$ cat src/rtl/ledmatrix_pkg.sv
// Shared constants for the LED-matrix serial receiver: register addresses and receiver FSM states.
package ledmatrix_pkg;

  localparam logic [3:0] ADDR_NOOP      = 4'h0;
  localparam logic [3:0] ADDR_DECODE    = 4'h9;
  localparam logic [3:0] ADDR_INTENSITY = 4'hA;
  localparam logic [3:0] ADDR_SCANLIM   = 4'hB;
  localparam logic [3:0] ADDR_SHUTDOWN  = 4'hC;
  localparam logic [3:0] ADDR_TEST      = 4'hF;

  typedef enum logic [1:0] {
    IDLE  = 2'd0,
    SHIFT = 2'd1,
    LATCH = 2'd2
  } rx_state_t;

endpackage

$ cat src/rtl/ledmatrix_rx_serial.sv
// Generic oversampling serial word receiver: synchronise, detect edges, shift, and strobe the
// word (valid) or a short transfer (error) combinationally during the LATCH cycle.
module serial_rx
  import ledmatrix_pkg::*;
#(
  parameter int BITS         = 16,
  parameter int LOWBIT_FIRST = 0,
  parameter int FALLING_EDGE = 0,
  parameter int SEL_ACTIVE   = 0,
  parameter int SYNC_STAGES  = 2
) (
  input  logic            clk,
  input  logic            rst,
  input  logic            ser_clk,
  input  logic            ser_dat,
  input  logic            ser_sel,
  output logic [BITS-1:0] word,
  output logic            valid,
  output logic            error
);

  localparam int   CW  = $clog2(BITS + 1);
  localparam logic ACT = (SEL_ACTIVE != 0);

  // {sel, dat, clk} per stage; the chain is left unreset so a select held active across
  // reset never looks like a fresh edge once reset releases.
  logic [SYNC_STAGES-1:0][2:0] sync;
  logic [2:0]                  cur, prev;

  always_ff @(posedge clk) begin
    sync <= {sync[SYNC_STAGES-2:0], {ser_sel, ser_dat, ser_clk}};
    prev <= cur;
  end

  assign cur = sync[SYNC_STAGES-1];

  logic sel_on, sel_off, samp, dat;
  assign sel_on  = (cur[2] == ACT) && (prev[2] != ACT);
  assign sel_off = (cur[2] != ACT) && (prev[2] == ACT);
  assign samp    = (FALLING_EDGE != 0) ? (prev[0] & ~cur[0]) : (cur[0] & ~prev[0]);
  assign dat     = cur[1];

  rx_state_t       state;
  logic [BITS-1:0] shreg, nxt;
  logic [CW-1:0]   cnt;
  logic            pend;

  assign nxt = (LOWBIT_FIRST != 0) ? {dat, shreg[BITS-1:1]} : {shreg[BITS-2:0], dat};

  always_ff @(posedge clk) begin
    if (rst) begin
      state <= IDLE;
      shreg <= '0;
      cnt   <= '0;
      pend  <= 1'b0;
    end else begin
      case (state)
        IDLE: begin
          pend <= 1'b0;
          if (sel_on || pend) begin
            state <= SHIFT;
            shreg <= '0;
            cnt   <= '0;
          end
        end
        SHIFT: begin
          // a bit landing in the same cycle as the closing select edge still counts
          if (samp) begin
            shreg <= nxt;
            if (cnt != CW'(BITS)) cnt <= cnt + 1'b1;
          end
          if (sel_off) state <= LATCH;
        end
        LATCH: begin
          state <= IDLE;
          pend  <= sel_on;
        end
        default: state <= IDLE;
      endcase
    end
  end

  assign word  = shreg;
  assign valid = (state == LATCH) && (cnt == CW'(BITS));
  assign error = (state == LATCH) && (cnt != CW'(BITS));

endmodule

$ cat src/rtl/ledmatrix_rx.sv
// LED-matrix controller emulation: receives serial words and decodes them into the row
// frame and control registers; all outputs are registered.
module ledmatrix_rx
  import ledmatrix_pkg::*;
#(
  parameter int BITS         = 16,
  parameter int LOWBIT_FIRST = 0,
  parameter int FALLING_EDGE = 0,
  parameter int SEL_ACTIVE   = 0,
  parameter int NUM_SEGS     = 8,
  parameter int LEDS_PER_SEG = 8,
  parameter int SYNC_STAGES  = 2
) (
  input  logic                             in_clk,
  input  logic                             in_rst,
  input  logic                             in_ser_clk,
  input  logic                             in_ser_dat,
  input  logic                             in_ser_sel,
  output logic [BITS-1:0]                  out_word,
  output logic                             out_word_valid,
  output logic [NUM_SEGS*LEDS_PER_SEG-1:0] out_frame,
  output logic                             out_frame_updated,
  output logic [3:0]                       out_intensity,
  output logic [2:0]                       out_scan_limit,
  output logic [7:0]                       out_decode,
  output logic                             out_shutdown,
  output logic                             out_test,
  output logic                             out_error
);

  logic [BITS-1:0] rx_word;
  logic            rx_valid, rx_error;

  serial_rx #(
    .BITS         (BITS),
    .LOWBIT_FIRST (LOWBIT_FIRST),
    .FALLING_EDGE (FALLING_EDGE),
    .SEL_ACTIVE   (SEL_ACTIVE),
    .SYNC_STAGES  (SYNC_STAGES)
  ) u_rx (
    .clk     (in_clk),
    .rst     (in_rst),
    .ser_clk (in_ser_clk),
    .ser_dat (in_ser_dat),
    .ser_sel (in_ser_sel),
    .word    (rx_word),
    .valid   (rx_valid),
    .error   (rx_error)
  );

  logic [3:0] addr;
  logic [7:0] data;
  logic       unused_hi;

  assign addr      = rx_word[11:8];
  assign data      = rx_word[7:0];
  assign unused_hi = ^rx_word[BITS-1:12];

  always_ff @(posedge in_clk) begin
    if (in_rst) begin
      out_word          <= '0;
      out_word_valid    <= 1'b0;
      out_frame         <= '0;
      out_frame_updated <= 1'b0;
      out_intensity     <= '0;
      out_scan_limit    <= '0;
      out_decode        <= '0;
      out_shutdown      <= 1'b1;
      out_test          <= 1'b0;
      out_error         <= 1'b0;
    end else begin
      out_word_valid    <= 1'b0;
      out_frame_updated <= 1'b0;
      out_error         <= rx_error;
      if (rx_valid) begin
        out_word       <= rx_word;
        out_word_valid <= 1'b1;
        for (int r = 0; r < NUM_SEGS; r++) begin
          if (addr == 4'(r + 1)) begin
            out_frame[r*LEDS_PER_SEG +: LEDS_PER_SEG] <= data[LEDS_PER_SEG-1:0];
            out_frame_updated <= 1'b1;
          end
        end
        case (addr)
          ADDR_DECODE:    out_decode     <= data;
          ADDR_INTENSITY: out_intensity  <= data[3:0];
          ADDR_SCANLIM:   out_scan_limit <= data[2:0];
          ADDR_SHUTDOWN:  out_shutdown   <= ~data[0];
          ADDR_TEST:      out_test       <= data[0];
          default: ;
        endcase
      end
    end
  end

endmodule
$ cat config.mk
export PLATFORM = sky130hd
export DESIGN_NAME = ledmatrix_rx
export DESIGN_NICKNAME = d
export VERILOG_FILES = /design/src/rtl/ledmatrix_pkg.sv /design/src/rtl/ledmatrix_rx_serial.sv /design/src/rtl/ledmatrix_rx.sv
export SDC_FILE = /design/constraint.sdc
export NUM_CORES = 1
export LEC_CHECK = 0
export BUFFER_PORTS_ARGS = -buffer_cell sky130_fd_sc_hd__buf_2
export CORE_AREA = 2 2 163 133
export CTS_BUF_LIST = sky130_fd_sc_hd__clkbuf_8
export DETAILED_ROUTE_END_ITERATION = 8
export DIE_AREA = 0 0 165 135
export PLACE_DENSITY = 0.39
export RECOVER_POWER = 100
export SETUP_SLACK_MARGIN = 0.02
export SYNTH_ARGS = -nofsm -noshare
export SYNTH_HDL_FRONTEND = slang
export SYNTH_SLANG_ARGS = --single-unit
$ cat constraint.sdc
create_clock -name in_clk -period 1.92 [get_ports in_clk]
set_input_delay 0.288 -clock in_clk [delete_from_list [all_inputs] [get_ports in_clk]]
set_output_delay 0.288 -clock in_clk [all_outputs]
set_load 0.05 [all_outputs]
==> metrics.txt, run 1 <==
# TYPE chip_impl_metric gauge
chip_impl_metric{name="leakagePower",unit="nW"} 2.733
chip_impl_info{name="route.top_layer_used",value="met4"} 1
chip_impl_info{name="worstSetupStartpointType",value="register"} 1
chip_impl_metric{name="synth-edff-count",unit=""} 0
chip_impl_metric{name="final.setup.worst_slack",unit="ns"} 0.1407
chip_impl_metric{name="buffer_ports.inserted",unit=""} 104
chip_impl_metric{name="detail_route.drc_violations",unit=""} 0
chip_impl_metric{name="critical_path_arrival",unit="ns"} 2.08
chip_impl_metric{name="fin_skew",unit="ns"} 0.01070
chip_impl_metric{name="crit_fanout",unit=""} 4
chip_impl_metric{name="floorplan.initialDensity",unit="%"} 24.83
chip_impl_metric{name="drtAntennaViolNets",unit=""} 0
chip_impl_metric{name="grt_pass1_vias",unit=""} 3865
chip_impl_metric{name="track_usage",unit="%"} 13.58
chip_impl_metric{name="power-per-cell-area",unit="nW/µm²"} 798.9
chip_impl_metric{name="routed_wl",unit="µm"} 14450
chip_impl_metric{name="hold_depth",unit=""} 3
chip_impl_metric{name="synthCells",unit=""} 500
chip_impl_metric{name="yosys.cell_types.count",unit=""} 47
chip_impl_info{name="tritoncts",value="yes"} 1
chip_impl_metric{name="worst_slew_pin_slew",unit="ns"} 0.6922
chip_impl_metric{name="post_synth_instance_area",unit="µm²"} 5096
chip_impl_metric{name="drt_first_pass_iters",unit=""} 4
chip_impl_metric{name="dr_wl_met2",unit="µm"} 6094
chip_impl_metric{name="synth.avg_cell_area",unit="µm²"} 10.19
chip_impl_metric{name="area_growth",unit="%"} 21.90
chip_impl_info{name="run_status",value="finished clean"} 1
chip_impl_info{name="timing.setup.critical_path_class",value="reg -> reg"} 1
chip_impl_metric{name="die_h",unit="µm"} 135
chip_impl_info{name="root_buffer",value="clkbuf_8"} 1
chip_impl_metric{name="syn-num-nets",unit=""} 507
chip_impl_metric{name="placementRows",unit=""} 47
chip_impl_info{name="path_type_of_the_worst_min_delay_path",value="in -> reg"} 1
chip_impl_metric{name="pre_cts_slack",unit="ns"} 0.07776
chip_impl_metric{name="required",unit="ns"} 2.22
chip_impl_metric{name="avgViaCountPerCell",unit=""} 4.405
chip_impl_metric{name="grt_start_max_net_pins",unit=""} 126
chip_impl_info{name="worst_setup_path_end_kind",value="register"} 1
chip_impl_metric{name="grt_antenna_before_repair",unit=""} 0
chip_impl_metric{name="clock_latency",unit="ns"} 0.43
chip_impl_metric{name="slew_violations",unit=""} 0
chip_impl_metric{name="timing.final.crit_share",unit="%"} 92.67
chip_impl_metric{name="core_area",unit="µm²"} 20520
chip_impl_metric{name="post_route_cells_drive_above_1_share",unit="%"} 11.90
chip_impl_metric{name="max-vdd-ir-drop",unit="µV"} 298.1
chip_impl_metric{name="final_nets",unit=""} 617
chip_impl_metric{name="die_width",unit="µm"} 165
chip_impl_metric{name="asyncSetResetFlopFracSynth",unit="%"} 0
chip_impl_metric{name="clkSinkCount",unit=""} 132
chip_impl_info{name="synthFlopType",value="dfxtp_1"} 1
chip_impl_metric{name="final_area",unit="µm²"} 6212
chip_impl_metric{name="io_pins",unit=""} 105
chip_impl_metric{name="die_area",unit="µm²"} 22280
chip_impl_info{name="setup_repair_after_global_routing_missed_its_margin",value="true"} 1
chip_impl_metric{name="route.vias.total",unit=""} 3925
chip_impl_metric{name="fmaxAchievable",unit="MHz"} 562.0
chip_impl_metric{name="relSlewSlack",unit="%"} 54.05
chip_impl_metric{name="detail_route.wl_per_cell",unit="µm"} 16.21
chip_impl_metric{name="yosysWarnings",unit=""} 0
chip_impl_metric{name="finalSetupViolCount",unit=""} 0
chip_impl_metric{name="fin_crit",unit="ns"} 1.779
chip_impl_metric{name="numCtsBuffers",unit=""} 17
chip_impl_metric{name="timing.max_cap.violations",unit=""} 0
chip_impl_metric{name="tns_setup",unit="ns"} 0
chip_impl_metric{name="gp_congestion",unit=""} 0.7367
chip_impl_metric{name="detail_route.wirelength.met1",unit="µm"} 7367
chip_impl_metric{name="yosys_register_bits",unit=""} 132
chip_impl_metric{name="ys_seq_area_share",unit="%"} 51.85
chip_impl_metric{name="clock_path_buffers",unit=""} 2
chip_impl_metric{name="drt_first_iter_violations",unit=""} 219
chip_impl_metric{name="report.final.hold_viol_count",unit=""} 0
chip_impl_metric{name="overflow",unit=""} 0
chip_impl_metric{name="path_clk_slew",unit="ns"} 0.07
chip_impl_metric{name="worst_r2r_path_depth",unit=""} 6
chip_impl_metric{name="htree_levels",unit=""} 4
chip_impl_metric{name="placed_area",unit="µm²"} 5978
chip_impl_metric{name="detailedPlacementHpwl",unit="µm"} 9803
chip_impl_metric{name="grt_pass1_wl",unit="µm"} 22740
chip_impl_metric{name="wl_met3",unit="µm"} 924
chip_impl_metric{name="num_antenna_cells",unit=""} 0
==> cell type report <==
type                       count  area (µm²)
inverter                       4       15.01
timing repair buffer         132       640.6
multi-input combinational    323        2228
clock inverter                11       72.57
tap                          269       336.6
sequential                   132        2644
clock buffer                  20       275.3
fill                        2205       14310
==> registers in the layout, indices dropped and copies added (netlist names) <==
register           count
out_frame             64
out_word              16
u_rx.word             16
out_decode             8
u_rx.cnt               5
out_intensity          4
out_scan_limit         3
u_rx.cur               3
u_rx.sync              3
u_rx.prev              2
u_rx.state             2
out_error              1
out_frame_updated      1
out_shutdown           1
out_test               1
out_word_valid         1
u_rx.pend              1
==> synthesized netlist by cell type, types with 2 or more instances <==
library cell,n,area (µm²)
dfxtp_1,132,2643
nor2_1,84,315.3
mux2i_1,81,810.8
a21oi_1,34,170.2
nand2_1,34,127.6
clkbuf_1,26,97.59
nand3_1,18,90.09
a22oi_1,17,127.6
buf_2,10,50.05
nand2b_1,6,37.54
nand3_4,5,87.58
nand4_4,5,106.4
inv_1,4,15.01
and2b_1,3,22.52
buf_6,3,33.78
nor3_1,3,15.01
ha_1,2,25.02
nor2b_1,2,12.51
nor4b_1,2,17.52
o32ai_1,2,17.52
==> per-stage QoR <==
| stage | hold slack (ns) | total power, mW | instances | utilization [%] |
|---|---|---|---|---|
| floorplan | 0.3096 | 2.882 | 500 | - |
| global placement | 0.3172 | 2.917 | 857 | 29.13 |
| detailed placement | 0.3179 | 2.918 | 857 | 29.13 |
| CTS | 0.2102 | 5.066 | 891 | 30.97 |
| global route | 0.2145 | 5.218 | 891 | 30.27 |
| finish | 0.2469 | 4.963 | 891 | 30.27 |
==> logic make-up (layout without fill, tap and decap cells) <==
logic type / after synthesis / count (layout) / share of synthesized area (%)
AND/OR/NAND/NOR: 176 / 176 / 19.45
flip-flops: 132 / 132 / 51.85
multiplexers: 81 / 81 / 15.91
AO/OA/AOI/OAI: 62 / 62 / 7.636
buffers and inverters: 45 / 167 / 4.321
adder cells (fa/ha/maj): 2 / 2 / 0.4910
XOR/XNOR: 2 / 2 / 0.3438
==> layer usage <==
layer,vias up,GRT usage (%)
met5,-,0
met4,0,3.333
met3,5,4.638
met2,108,19.03
met1,1876,19.80
li1,1936,-
==> worst paths after layout <==
path	startpoint	endpoint	slack, ns
worst max-delay path	u_rx.cnt[1]$_SDFFE_PP0P_	out_scan_limit[0]$_SDFFE_PP0P_	0.14
worst min-delay path	in_rst	u_rx.cnt[0]$_SDFFE_PP0P_	0.25
worst min register to register	u_rx.sync[0]$_DFF_P_	u_rx.cur[0]$_DFF_P_	0.33
worst max register to register	u_rx.cnt[1]$_SDFFE_PP0P_	out_scan_limit[0]$_SDFFE_PP0P_	0.14
==> cells in the final DEF (no fill, tap or decap), types with 2 or more instances in the layout <==
cell           instances
nor2b_1                2
nor3_1                 3
a22oi_1               17
dfxtp_1              131
nor2_1                84
clkbuf_8              20
nor4b_1                2
buf_4                 23
clkinv_2               4
a21oi_1               34
clkbuf_1             100
buf_2                  3
nand2_1               34
inv_1                 10
mux2i_1               81
buf_12                 2
dlygate4sd3_1          3
and2b_1                3
nand3_4                5
ha_1                   2
o32ai_1                2
nand2b_1               6
nand3_1               18
nand4_4                4
==> timing repair <==
| action | 4_1_cts | 5_1_grt |
|---|---|---|
| setup endpoints to repair | 0 | 40 |
| hold buffers | 3 | 0 |
| gates resized for setup | 0 | 1 |
| endpoints found under the hold margin | 3 | 0 |
| setup buffers | 0 | 0 |
==> where the power goes <==
group / switching (mW) / internal, mW
registers: 0.0118 / 2.75
logic: 0.0696 / 0.0281
clock network: 1.02 / 1.08
==> worst max-delay path: stages (launching register included) <==
cell and delay (ns):
dfxtp_1 0.32, inv_1 0.08, ha_1 0.17, nand4bb_1 0.27, nor4_4 0.52, mux2i_1 0.25
nor2_1 0.05
(Power assumes the default switching activity.)
==> inputs of run 2 (changes only) <==
--- a/config.mk
+++ b/config.mk
@@ -5,12 +5,13 @@
 export SDC_FILE = /design/constraint.sdc
 export NUM_CORES = 1
 export LEC_CHECK = 0
+export ABC_AREA = 1
 export BUFFER_PORTS_ARGS = -buffer_cell sky130_fd_sc_hd__buf_2
-export CORE_AREA = 2 2 163 133
+export CORE_AREA = 2 2 159 130
 export CTS_BUF_LIST = sky130_fd_sc_hd__clkbuf_8
 export DETAILED_ROUTE_END_ITERATION = 8
-export DIE_AREA = 0 0 165 135
-export PLACE_DENSITY = 0.39
+export DIE_AREA = 0 0 161 132
+export PLACE_DENSITY = 0.4
 export RECOVER_POWER = 100
 export SETUP_SLACK_MARGIN = 0.02
 export SYNTH_ARGS = -nofsm -noshare
==> metrics.txt, run 2 <==
# TYPE chip_impl_metric gauge
chip_impl_metric{name="drtAntennaViolNets",unit=""} 0
chip_impl_metric{name="crit_fanout",unit=""} 27
chip_impl_metric{name="yosysWarnings",unit=""} 0
chip_impl_metric{name="synthSimpleGateAreaFrac",unit="%"} 25.41
chip_impl_metric{name="synth_top_area_share",unit="%"} 54.53
chip_impl_metric{name="buffer_ports.inserted",unit=""} 104
chip_impl_metric{name="finalSetupViolCount",unit=""} 0
chip_impl_metric{name="power-per-cell-area",unit="nW/µm²"} 1050
chip_impl_metric{name="detail_route.drc_violations",unit=""} 0
chip_impl_metric{name="path_clk_slew",unit="ns"} 0.07
chip_impl_metric{name="timing.final.crit_share",unit="%"} 92.03
chip_impl_metric{name="floorplan.initialDensity",unit="%"} 24.76
chip_impl_metric{name="synth.avg_cell_area",unit="µm²"} 7.892
chip_impl_metric{name="overflow",unit=""} 0
chip_impl_metric{name="fin_cells",unit=""} 1002
chip_impl_metric{name="htree_levels",unit=""} 4
chip_impl_metric{name="numCtsBuffers",unit=""} 17
chip_impl_metric{name="die_area",unit="µm²"} 21250
chip_impl_metric{name="slew_violations",unit=""} 0
chip_impl_info{name="synthFlopType",value="dfxtp_1"} 1
chip_impl_metric{name="compound_gate_portion_of_the_synthesized_area",unit="%"} 13.58
chip_impl_metric{name="area_growth",unit="%"} 25.07
chip_impl_metric{name="largest_reg_flops",unit=""} 64
chip_impl_metric{name="timing.max_cap.violations",unit=""} 0
chip_impl_metric{name="asyncSetResetFlopFracSynth",unit="%"} 0
chip_impl_metric{name="yosys_register_bits",unit=""} 132
chip_impl_metric{name="yosys-mux-area-fraction",unit="%"} 0
chip_impl_metric{name="num_antenna_cells",unit=""} 0
chip_impl_metric{name="synth_xor_xnor_area_share",unit="%"} 0
chip_impl_metric{name="critical_path_arrival",unit="ns"} 2.14
chip_impl_metric{name="fmaxAchievable",unit="MHz"} 565.9
chip_impl_metric{name="tns_setup",unit="ns"} 0
chip_impl_info{name="timing.setup.critical_path_class",value="reg -> reg"} 1
chip_impl_metric{name="grt_antenna_before_repair",unit=""} 0
chip_impl_metric{name="report.final.hold_viol_count",unit=""} 0
chip_impl_metric{name="grt_pass1_vias",unit=""} 4258
chip_impl_metric{name="relSlewSlack",unit="%"} 48.93
chip_impl_metric{name="post-place-cells",unit=""} 964
chip_impl_info{name="most_instantiated_library_cell_after_synthesis",value="dfxtp_1"} 1
chip_impl_metric{name="clock_path_buffers",unit=""} 2
chip_impl_metric{name="avgViaCountPerCell",unit=""} 4.421
chip_impl_metric{name="gp_congestion",unit=""} 0.7528
chip_impl_metric{name="detailedPlacementHpwl",unit="µm"} 9930
chip_impl_metric{name="yosys.cell_types.count",unit=""} 23
chip_impl_info{name="hold_path_end",value="u_rx.cnt[2]$_SDFFE_PP0P_"} 1
chip_impl_info{name="path_type_of_the_worst_min_delay_path",value="in -> reg"} 1
chip_impl_metric{name="drt_first_pass_iters",unit=""} 5
chip_impl_metric{name="post_route_cells_drive_above_1_share",unit="%"} 9.756
chip_impl_metric{name="die_width",unit="µm"} 161
chip_impl_info{name="tritoncts",value="yes"} 1
chip_impl_metric{name="die_h",unit="µm"} 132
chip_impl_info{name="layout.cells.most_common",value="dfxtp_1"} 1
chip_impl_metric{name="grt_start_max_net_pins",unit=""} 55
chip_impl_metric{name="leakagePower",unit="nW"} 2.244
chip_impl_info{name="synth_area_leaders",value="dfxtp_1 55%, nor2_1 8.9%, nand2_1 7.7%"} 1
chip_impl_metric{name="fin_crit",unit="ns"} 1.767
chip_impl_metric{name="detail_route.wl_per_cell",unit="µm"} 14.98
chip_impl_metric{name="worst_hold_slack",unit="ns"} 0.1199
chip_impl_metric{name="placementRows",unit=""} 46
chip_impl_info{name="root_buffer",value="clkbuf_8"} 1
chip_impl_metric{name="grt_pass1_wl",unit="µm"} 23400
chip_impl_info{name="netlist_top_cells_count",value="132 x dfxtp_1, 115 x nor2_1, 100 x nand2_1, 70 x a21oi_1, 56 x nand3_1"} 1
chip_impl_metric{name="synth-edff-count",unit=""} 0
chip_impl_metric{name="ys_seq_area_share",unit="%"} 54.53
chip_impl_info{name="worst_r2r_endpoint",value="out_frame[62]$_SDFFE_PP0P_"} 1
chip_impl_metric{name="synthCells",unit=""} 614
chip_impl_info{name="main_combinational_cell_family_by_area_after_synthesis",value="simple AND/OR/NAND/NOR gates"} 1
chip_impl_metric{name="reg2reg_setup_slack",unit="ns"} 0.15
chip_impl_metric{name="post_synth_instance_area",unit="µm²"} 4846
chip_impl_metric{name="worst_slew_pin_slew",unit="ns"} 0.7651
chip_impl_metric{name="io_pins",unit=""} 105
chip_impl_metric{name="max-vdd-ir-drop",unit="µV"} 443.4
chip_impl_metric{name="final_nets",unit=""} 732
chip_impl_metric{name="final.fill_count",unit=""} 2203
chip_impl_info{name="worstSetupStartpointType",value="register"} 1
chip_impl_metric{name="clkSinkCount",unit=""} 132
chip_impl_info{name="most-common-layout-cells",value="132 x dfxtp_1, 116 x nor2_1, 100 x clkbuf_1"} 1
chip_impl_metric{name="route.vias.total",unit=""} 4430
chip_impl_metric{name="final_core_util",unit="%"} 30.97
chip_impl_metric{name="yosys.area_share.adder",unit="%"} 0.5164
chip_impl_metric{name="routed_wl",unit="µm"} 15010
chip_impl_metric{name="track_usage",unit="%"} 14.17
chip_impl_info{name="hold_start",value="in_rst"} 1
chip_impl_info{name="synthDominantAreaCellType",value="dfxtp_1"} 1
chip_impl_metric{name="required",unit="ns"} 2.29
chip_impl_info{name="setup_repair_after_global_routing_missed_its_margin",value="false"} 1
chip_impl_info{name="worst_setup_path_end_kind",value="register"} 1
chip_impl_metric{name="drt_first_iter_violations",unit=""} 283
chip_impl_metric{name="hold_depth",unit=""} 2
chip_impl_metric{name="clock_latency",unit="ns"} 0.45
chip_impl_metric{name="fin_skew",unit="ns"} 0.01097
chip_impl_info{name="rr_startpoint",value="u_rx.cnt[0]$_SDFFE_PP0P_"} 1
chip_impl_metric{name="syn-num-nets",unit=""} 621
chip_impl_info{name="top_register",value="out_frame"} 1
chip_impl_metric{name="core_area",unit="µm²"} 19570
chip_impl_metric{name="worst_r2r_path_depth",unit=""} 10
chip_impl_info{name="run_status",value="finished clean"} 1
## run 2: changes by cell type in the layout (fill, tap and decap cells not counted), sizes merged, moves of 3 or more
cell    change
mux2i      -81
a21oi      +36
nor3        -4
nand2      +70
nand3      +33
o21ai      +50
and2b       -3
nand2b      -6
nor4b       -3
inv        +21
buf         -9
nor2       +38
a22oi      -12
bufinv      +4
## run 2: layout make-up
cell class | instances | area, µm² | share of cell area [%]
multi-input cells | 420 | 1919 | 31.67
flip-flops and latches | 132 | 2643 | 43.60
clock inverters | 13 | 188.9 | 3.117
well taps | 264 | 330.3 | 5.450
inverters | 29 | 108.9 | 1.796
repair buffers | 125 | 609.3 | 10.05
clock buffers | 19 | 261.5 | 4.315
## run 2: worst max path at each step
stage / startpoint / end / slack [ns]
finish: u_rx.cnt[0]$_SDFFE_PP0P_ / out_frame[62]$_SDFFE_PP0P_ / 0.15
CTS: u_rx.cnt[0]$_SDFFE_PP0P_ / out_frame[28]$_SDFFE_PP0P_ / 0.11
global placement: u_rx.cnt[0]$_SDFFE_PP0P_ / out_decode[6]$_SDFFE_PP0P_ / 0.20
global route: u_rx.cnt[0]$_SDFFE_PP0P_ / out_frame[62]$_SDFFE_PP0P_ / 0.03
floorplan: u_rx.cnt[0]$_SDFFE_PP0P_ / out_shutdown$_SDFFE_PP1P_ / 0.45
detailed placement: u_rx.cnt[0]$_SDFFE_PP0P_ / out_frame[28]$_SDFFE_PP0P_ / 0.12
## run 2: power by group
part           total [mW]  leakage, nW  internal [mW]  switching, mW
Sequential           3.08         1.07           2.85          0.231
Clock                2.67        0.239           1.59           1.08
Combinational       0.615        0.935          0.176          0.439
## run 2: cells by family (layout without fill, tap and decap cells)
group           Yosys count  in the layout
flops                   132            132
buf+inv                  62            186
fa+ha+maj                 2              2
simple gates            290            290
compound gates          128            128
## run 2: metrics by stage
stage / instance area (µm²) / power (mW) / setup WS, ns
after floorplan: 4846 / 3.464 / 0.4547
final: 6061 / 6.361 / 0.1530
after global routing: 6061 / 6.680 / 0.03089
after global placement: 5647 / 3.736 / 0.1961
after CTS: 6127 / 6.465 / 0.1139
after detailed placement: 5647 / 3.751 / 0.1214
## run 2: repair_timing
action	4_1_cts	5_1_grt
endpoints found under the setup margin	0	41
buffers inserted	0	1
gates resized for setup	0	5
hold buffers	3	0
hold endpoints to repair	3	0
## run 2: worst max-delay path, stage by stage, from the launching register on
cell and delay [ns]:
dfxtp_1 0.34, inv_1 0.10, ha_1 0.15, nand2_1 0.05, inv_1 0.08, nand2_1 0.10, nor2_4 0.17, clkbuf_2 0.20
clkbuf_16 0.21, nand3_1 0.09, a21oi_1 0.18
## run 2: layer usage
layer | global-route usage [%] | wire (µm)
met1 | 18.90 | 7315
met2 | 21.13 | 6516
met3 | 5.190 | 1001
met4 | 4.861 | 179
met5 | 0 | 0
==> inputs of run 3 (changes only) <==
--- a/config.mk
+++ b/config.mk
@@ -13,6 +13,7 @@
 export DIE_AREA = 0 0 161 132
 export PLACE_DENSITY = 0.4
 export RECOVER_POWER = 100
+export REMOVE_ABC_BUFFERS = 1
 export SETUP_SLACK_MARGIN = 0.02
 export SYNTH_ARGS = -nofsm -noshare
 export SYNTH_HDL_FRONTEND = slang
==> metrics.txt, run 3 (synthesized netlist as in run 2, its figures left out) <==
# TYPE chip_impl_metric gauge
chip_impl_metric{name="grt_start_max_net_pins",unit=""} 44
chip_impl_metric{name="timing.max_cap.violations",unit=""} 0
chip_impl_metric{name="leakagePower",unit="nW"} 2.250
chip_impl_metric{name="totalPowerFinal",unit="mW"} 6.411
chip_impl_metric{name="slew_violations",unit=""} 0
chip_impl_metric{name="num_antenna_cells",unit=""} 0
chip_impl_metric{name="area_growth",unit="%"} 25.97
chip_impl_metric{name="gp_congestion",unit=""} 0.7843
chip_impl_metric{name="clkSinkCount",unit=""} 132
chip_impl_metric{name="placementRows",unit=""} 46
chip_impl_metric{name="fin_crit",unit="ns"} 1.761
chip_impl_metric{name="avgViaCountPerCell",unit=""} 4.388
chip_impl_metric{name="required",unit="ns"} 2.30
chip_impl_metric{name="drt_first_pass_iters",unit=""} 5
chip_impl_metric{name="power-per-cell-area",unit="nW/µm²"} 1050
chip_impl_info{name="tritoncts",value="yes"} 1
chip_impl_info{name="hold_start",value="in_rst"} 1
chip_impl_metric{name="crit_fanout",unit=""} 20
chip_impl_metric{name="fin_skew",unit="ns"} 0.009896
chip_impl_metric{name="detail_route.wl_per_cell",unit="µm"} 15.03
chip_impl_metric{name="routed_wl",unit="µm"} 15060
chip_impl_metric{name="detail_route.drc_violations",unit=""} 0
chip_impl_metric{name="relSlewSlack",unit="%"} 51.95
chip_impl_metric{name="largest_reg_flops",unit=""} 64
chip_impl_metric{name="finalSetupViolCount",unit=""} 0
chip_impl_metric{name="buffer_ports.inserted",unit=""} 104
chip_impl_metric{name="fmaxAchievable",unit="MHz"} 567.9
chip_impl_metric{name="grt_pass1_wl",unit="µm"} 22910
chip_impl_metric{name="tns_setup",unit="ns"} 0
chip_impl_metric{name="route.vias.total",unit=""} 4397
chip_impl_metric{name="die_area",unit="µm²"} 21250
chip_impl_metric{name="drtAntennaViolNets",unit=""} 0
chip_impl_metric{name="floorplan.initialDensity",unit="%"} 24.76
chip_impl_info{name="top_register",value="out_frame"} 1
chip_impl_info{name="worstSetupStartpointType",value="register"} 1
chip_impl_info{name="root_buffer",value="clkbuf_8"} 1
chip_impl_metric{name="worst_slew_pin_slew",unit="ns"} 0.7198
chip_impl_metric{name="drt_first_iter_violations",unit=""} 249
chip_impl_metric{name="path_clk_slew",unit="ns"} 0.08
chip_impl_metric{name="reg2reg_setup_slack",unit="ns"} 0.16
chip_impl_info{name="worst_setup_path_end_kind",value="register"} 1
chip_impl_metric{name="report.final.hold_viol_count",unit=""} 0
chip_impl_info{name="layout.cells.most_common",value="dfxtp_1"} 1
chip_impl_metric{name="grt_antenna_before_repair",unit=""} 0
chip_impl_info{name="setup_repair_after_global_routing_missed_its_margin",value="false"} 1
chip_impl_info{name="timing.setup.critical_path_class",value="reg -> reg"} 1
chip_impl_metric{name="detailedPlacementHpwl",unit="µm"} 10040
chip_impl_metric{name="numCtsBuffers",unit=""} 17
chip_impl_metric{name="final.fill_count",unit=""} 2166
chip_impl_metric{name="timing.final.crit_share",unit="%"} 91.70
chip_impl_info{name="rr_startpoint",value="u_rx.cnt[0]$_SDFFE_PP0P_"} 1
chip_impl_info{name="run_status",value="finished clean"} 1
chip_impl_metric{name="die_h",unit="µm"} 132
chip_impl_metric{name="track_usage",unit="%"} 13.91
chip_impl_info{name="most-common-layout-cells",value="132 x dfxtp_1, 116 x nor2_1, 100 x clkbuf_1"} 1
chip_impl_metric{name="clock_latency",unit="ns"} 0.44
chip_impl_metric{name="post_route_cells_drive_above_1_share",unit="%"} 10.57
chip_impl_metric{name="core_area",unit="µm²"} 19570
chip_impl_metric{name="placed_area",unit="µm²"} 5637
chip_impl_metric{name="io_pins",unit=""} 105
chip_impl_metric{name="overflow",unit=""} 0
chip_impl_metric{name="final_nets",unit=""} 732
chip_impl_metric{name="htree_levels",unit=""} 4
chip_impl_metric{name="final_core_util",unit="%"} 31.20
chip_impl_metric{name="final_area",unit="µm²"} 6105
chip_impl_info{name="hold_path_end",value="u_rx.word[1]$_SDFFE_PP0P_"} 1
chip_impl_info{name="path_type_of_the_worst_min_delay_path",value="in -> reg"} 1
chip_impl_metric{name="critical_path_arrival",unit="ns"} 2.14
chip_impl_metric{name="die_width",unit="µm"} 161
chip_impl_metric{name="max-vdd-ir-drop",unit="µV"} 373.4
chip_impl_info{name="worst_r2r_endpoint",value="out_scan_limit[2]$_SDFFE_PP0P_"} 1
chip_impl_metric{name="hold_depth",unit=""} 4
chip_impl_metric{name="worst_r2r_path_depth",unit=""} 10
chip_impl_metric{name="clock_path_buffers",unit=""} 2
chip_impl_metric{name="grt_pass1_vias",unit=""} 4130
## run 3: changes by cell type in the layout (fill, tap and decap cells not counted), sizes merged
cell,before,now
inv,31,29
clkinvlp,1,3
## run 3: final cells by class
type	instances	area [µm²]	area share (%)
clock buffer	19	261.5	4.284
clock inverter	13	205.2	3.361
inverter	29	113.9	1.865
multi-input combinational	420	1929	31.60
sequential	132	2643	43.29
tap	264	330.3	5.411
timing repair buffer	125	621.8	10.19
## run 3: stage by stage
stage	hold WS, ns	setup WS (ns)	instances
6_report	0.2823	0.1593	1002
3_5_place_dp	0.3128	0.09190	961
4_1_cts	0.2661	0.06314	996
5_1_grt	0.2965	0.01740	1002
2_1_floorplan	0.3096	-1.258	581
3_3_place_gp	0.3162	0.1890	961
## run 3: worst max-delay path by stage
stage / endpoint / slack (ns) / startpoint / depth (start not counted)
floorplan: out_decode[0]$_SDFFE_PP0P_ / -1.26 / u_rx.cnt[0]$_SDFFE_PP0P_ / 9
global placement: out_frame[45]$_SDFFE_PP0P_ / 0.19 / u_rx.cnt[0]$_SDFFE_PP0P_ / 10
detailed placement: out_frame[46]$_SDFFE_PP0P_ / 0.09 / u_rx.cnt[0]$_SDFFE_PP0P_ / 10
CTS: out_frame[46]$_SDFFE_PP0P_ / 0.06 / u_rx.cnt[0]$_SDFFE_PP0P_ / 10
global route: out_frame[46]$_SDFFE_PP0P_ / 0.02 / u_rx.cnt[0]$_SDFFE_PP0P_ / 10
finish: out_scan_limit[2]$_SDFFE_PP0P_ / 0.16 / u_rx.cnt[0]$_SDFFE_PP0P_ / 10
## run 3: worst max-delay path, stage by stage (launching register included)
cell,delay (ns)
dfxtp_1,0.35
inv_2,0.08
ha_1,0.15
nand2_1,0.06
inv_1,0.09
nand2_1,0.11
nor2_4,0.23
buf_4,0.17
buf_6,0.19
nand3_1,0.09
a21oi_1,0.17
## run 3: power breakdown
group          switching (mW)  internal, mW  leakage [nW]  total [mW]
clock                    1.11          1.61         0.228        2.72
sequential              0.246          2.85          1.07        3.09
combinational           0.424         0.175         0.952       0.599
## run 3: repair_timing
action / CTS / global route
resized for setup: 0 / 10
endpoints found under the setup margin: 0 / 73
hold buffers: 3 / 0
endpoints found under the hold margin: 3 / 0
buffers inserted: 0 / 3
## run 3: routing by layer
layer / GRT usage (%) / vias to the layer above / routed length (µm)
met4: 5.010 / 0 / 274
met5: 0 / - / 0
met2: 21.13 / 101 / 6900
met1: 18.28 / 2037 / 7157
li1: - / 2240 / -
met3: 4.844 / 19 / 723
